<file path="config.mk">
export PLATFORM = sky130hd
export DESIGN_NAME = div_seq_serializer
export DESIGN_NICKNAME = d
export VERILOG_FILES = /design/src/rtl/div_seq_serializer.sv
export SDC_FILE = /design/constraint.sdc
export NUM_CORES = 1
export LEC_CHECK = 0
export BUFFER_PORTS_ARGS = -buffer_cell sky130_fd_sc_hd__buf_4
export CORE_UTILIZATION = 50
export CTS_CLUSTER_DIAMETER = 30
export CTS_CLUSTER_SIZE = 10
export DETAILED_ROUTE_END_ITERATION = 10
export PLACE_DENSITY = 0.73
export SYNTH_ARGS = -nofsm -noshare
export SYNTH_HDL_FRONTEND = slang
export SYNTH_SLANG_ARGS = --single-unit
</file>
<file path="constraint.sdc">
create_clock -name clk -period 3.8 [get_ports clk]
set_input_delay 0.57 -clock clk [delete_from_list [all_inputs] [get_ports clk]]
set_output_delay 0.57 -clock clk [all_outputs]
set_load 0.01 [all_outputs]
</file>
<file path="src/rtl/div_seq_serializer.sv">
// Parallel-to-serial feeder for the div-by-N serial checkers: clears the checker,
// streams a word MSB-first, then strobes when the checker's verdict is valid.
module div_seq_serializer #(
    parameter int W          = 8,
    parameter int GAP_CYCLES = 1,
    parameter int CNT_W      = 16
) (
    input  logic             clk,
    input  logic             rst,
    input  logic             in_valid,
    input  logic [W-1:0]     in_data,
    output logic             in_ready,
    output logic             chk_rst,
    output logic             ser_bit,
    output logic             ser_valid,
    output logic             ser_first,
    output logic             ser_last,
    output logic             res_strobe,
    output logic [CNT_W-1:0] word_cnt
);

    localparam int BCW = $clog2(W) + 1;
    localparam logic [BCW-1:0] LAST_BIT = BCW'(W - 1);
    localparam logic [3:0]     LAST_GAP = (GAP_CYCLES > 0) ? 4'(GAP_CYCLES - 1) : 4'd0;

    typedef enum logic [1:0] {IDLE, CLR, SHIFT, GAP} state_t;

    state_t         state, state_nxt;
    logic [W-1:0]   shift_reg, shift_nxt;
    logic [BCW-1:0] bit_cnt, bit_cnt_nxt;
    logic [3:0]     gap_cnt, gap_cnt_nxt;
    logic           accept;
    logic           chk_rst_nxt, ser_bit_nxt, ser_valid_nxt, ser_first_nxt, ser_last_nxt;

    assign in_ready = (state == IDLE) && !rst;
    assign accept   = in_valid && in_ready;

    always_ff @(posedge clk) begin
        if (rst) state <= IDLE;
        else     state <= state_nxt;
    end

    always_comb begin
        state_nxt = state;
        case (state)
            IDLE:    if (accept) state_nxt = CLR;
            CLR:     state_nxt = SHIFT;
            SHIFT:   if (bit_cnt == LAST_BIT) state_nxt = (GAP_CYCLES > 0) ? GAP : IDLE;
            GAP:     if (gap_cnt == LAST_GAP) state_nxt = IDLE;
            default: state_nxt = IDLE;
        endcase
    end

    // Serial outputs are registered, so they are derived from the next-cycle
    // state and shift register rather than the current ones.
    always_comb begin
        shift_nxt   = shift_reg;
        bit_cnt_nxt = bit_cnt;
        gap_cnt_nxt = gap_cnt;
        case (state)
            IDLE:  if (accept) shift_nxt = in_data;
            CLR:   bit_cnt_nxt = '0;
            SHIFT: begin
                shift_nxt   = {shift_reg[W-2:0], 1'b0};
                bit_cnt_nxt = bit_cnt + BCW'(1);
                gap_cnt_nxt = '0;
            end
            GAP:   gap_cnt_nxt = gap_cnt + 4'd1;
            default: ;
        endcase
        chk_rst_nxt   = (state_nxt == CLR);
        ser_valid_nxt = (state_nxt == SHIFT);
        ser_bit_nxt   = ser_valid_nxt && shift_nxt[W-1];
        ser_first_nxt = ser_valid_nxt && (bit_cnt_nxt == '0);
        ser_last_nxt  = ser_valid_nxt && (bit_cnt_nxt == LAST_BIT);
    end

    always_ff @(posedge clk) begin
        if (rst) begin
            shift_reg  <= '0;
            bit_cnt    <= '0;
            gap_cnt    <= '0;
            chk_rst    <= 1'b0;
            ser_bit    <= 1'b0;
            ser_valid  <= 1'b0;
            ser_first  <= 1'b0;
            ser_last   <= 1'b0;
            res_strobe <= 1'b0;
            word_cnt   <= '0;
        end else begin
            shift_reg  <= shift_nxt;
            bit_cnt    <= bit_cnt_nxt;
            gap_cnt    <= gap_cnt_nxt;
            chk_rst    <= chk_rst_nxt;
            ser_bit    <= ser_bit_nxt;
            ser_valid  <= ser_valid_nxt;
            ser_first  <= ser_first_nxt;
            ser_last   <= ser_last_nxt;
            res_strobe <= ser_valid && ser_last;
            if (ser_valid && ser_last) word_cnt <= word_cnt + CNT_W'(1);
        end
    end

endmodule

</file>
==> results.py <==
metrics = {
    "place": {
        "post-place-ws_ns": 1.70,
        "placed_cells": 293,
        "placed_cell_area_um2": 2180,
        "io_buffer_count": 33,
        "dp_hpwl_um": 2510,
        "gp_congestion": 0.752,
    },
    "layout": {
        "fin_cells": 301,
        "area_growth_pct": 19.4,
        "seq_area_um2": 801,
        "nNetsFinal": 272,
        "multi_input_area_um2": 1030,
        "drive_gt1_share_pct": 19.0,
        "fin_area_um2": 2280,
        "n_antenna_cell": 0,
        "largest_register_ffs": 16,
        "num-fill-cells": 341,
    },
    "logic_synthesis": {
        "syn_nets": 241,
        "synth-main-ff-cell": "dfxtp_1",
        "synth_seq_area_share_pct": 41.9,
        "synth_top_area_cell": "dfxtp_1",
        "synth_area_um2": 1910,
        "synth_commonest_cells": "40 x dfxtp_1, 23 x nor2_1, 19 x nand3_1",
        "synth.area.top_cells": "dfxtp_1 42%, ha_1 5.9%, nand3_1 5.0%",
        "synth_top_area_share_pct": 41.9,
        "synth.most_common_cell": "dfxtp_1",
        "avgSynthCellArea_um2": 8.65,
        "postSynthCellCount": 221,
        "synth-edff-count": 0,
        "ys_ff_latch": 40,
        "postSynth.asyncResetShare_pct": 0,
        "yosysWarningCount": 0,
        "ys_types": 48,
    },
    "drt": {
        "drt-pass1-iter-count": 4,
        "postRouteAntennaNets": 0,
        "vias": 1645,
        "post_drt_wl_per_cell_um": 12.2,
        "drt-total-wl_um": 3670,
        "viasPerCell": 5.47,
        "first_iter_violations": 86,
        "drc": 0,
    },
    "die": {
        "num_io_pins": 34,
        "num_rows": 22,
        "start_util_pct": 52.2,
        "fp.dieArea_um2": 4070,
        "coreArea_um2": 3660,
        "die_height_um": 63.8,
        "die_x_um": 63.8,
    },
    "sta": {
        "max_freq_ghz": 0.493,
        "tightest_slew_ns": 0.575,
        "clock_skew_ns": 0.00461,
        "period_share_pct": 53.4,
        "timing.final.ws_setup_ns": 1.77,
        "maxSlewHeadroom_pct": 61.2,
        "period_minus_slack_ns": 2.03,
        "setup_tns_ns": 0,
        "setup_violations": 0,
        "finalMaxSlewViolations": 0,
        "hold_viol_final": 0,
        "rsz0062_at_grt": "false",
    },
    "clock_tree": {
        "path_clk_slew_ns": 0.08,
        "tritoncts_num_sinks": 40,
        "cts_buffers": 5,
        "cts_root_buf": "clkbuf_8",
        "cts_hold_buf": 0,
        "clk_path_buf_depth": 2,
        "ctsResizeCount": 0,
        "cts_tree": "built",
        "postCtsSetupBuffers": 0,
        "clk_latency_ns": 0.29,
        "htreeDepth": 2,
    },
    "global_routing": {
        "grt_max_degree": 41,
        "grt_pass1_wl_um": 6410,
        "grt_use_total_pct": 19.9,
        "antenna_found_initial": 0,
        "grt_pass1_vias": 1435,
        "overflow": 0,
    },
    "critical_path": {
        "crit_fanout": 9,
        "cp_data_arrival_time_ns": 2.22,
        "crit_path_top_delay_cell": "dfxtp_1",
        "worstSetupPathType": "reg -> reg",
        "critPathLaunchType": "flop",
        "crit_chain": "inv_1 > ha_1 > and4b_1 > a311oi_1 > o221ai_1 > nor4_1",
        "slowest_delay_ns": 0.42,
        "cp.required_ns": 3.99,
        "endpoint_kind": "flop",
    },
    "job": {
        "max_cap_violations": 0,
    },
    "pwr": {
        "p_leak_uw": 0.000866,
        "vdd_ir_drop_max_uv": 221,
        "pwr_density_cell_nw_per_um2": 367,
    },
    "status": {
        "status": "finished clean",
    },
    "min_path": {
        "hold_class": "reg -> reg",
    },
}
-- cells by family after synthesis --
family	share of synthesized area (%)
simple gates	30.4
flops	41.9
compound gates	11.7
buf+inv	4.06
xor+xnor	5.04
fa+ha+maj	5.89
mux	1.11
-- placed cells by master, fill, tap and decap left out, types with 3 or more instances in the layout --
cell type   n
xor2_1      5
nand3b_1    3
ha_1        9
o21ai_0     5
a21oi_1    11
nand3_1    19
nor2_1     23
nor4_1      4
dfxtp_1    40
or3_1       3
inv_1       9
clkbuf_8    5
nand2b_1    5
nand2_1    18
nor3_1      5
nand4_1     9
xnor2_1     6
a31oi_1     6
buf_4      33
nor2b_1     6
-- area by class of cell --
class	instances	area share [%]
Timing Repair Buffer	33	10.8
Clock inverter	2	1.53
Tap cell	48	2.63
Sequential cell	40	35.1
Clock buffer	6	3.18
Inverter	9	1.48
Multi-Input combinational cell	163	45.3
-- power by group --
group	switching (uW)	internal (uW)	total [uW]
registers	5.00	427	432
logic	34.9	28.3	63.3
clock network	147	195	342
total	187	650	838
-- routing by layer --
layer,routed length [um],global-route usage [%],part of all wire [%],vias up
li1,-,-,-,851
met2,1620,32.6,44,41
met4,60,6.82,1.6,0
met3,177,5.54,4.8,7
met5,0,0,0,-
met1,1810,24.8,49,746
-- worst max-delay path: cells and delay by family, from the launching register on --
kind	cells	cell delay (ns)
DFF	1	0.42
adders and majority gates	1	0.38
AOI/OAI and AO/OA	2	0.58
buffers and inverters	1	0.11
and+or+nand+nor	2	0.43
-- path summary, 6_finish.rpt --
| kind | from | to | slack [ns] | depth (start not counted) |
|---|---|---|---|---|
| max reg2reg | state[1] | ser_first | 1.77 | 6 |
| min | shift_reg[0] | shift_reg[1] | 0.47 | 2 |
| min reg2reg | shift_reg[0] | shift_reg[1] | 0.47 | 2 |
| max | state[1] | ser_first | 1.77 | 6 |
-- metrics by stage --
step	power, uW	utilization, %	hold slack [ns]
3_5_place_dp	505	59.4	0.464
5_1_grt	876	62.4	0.493
3_3_place_gp	505	59.4	0.456
4_1_cts	846	62.4	0.471
6_report	838	62.4	0.471
2_1_floorplan	484	-	0.447
(Power assumes the default switching activity.)
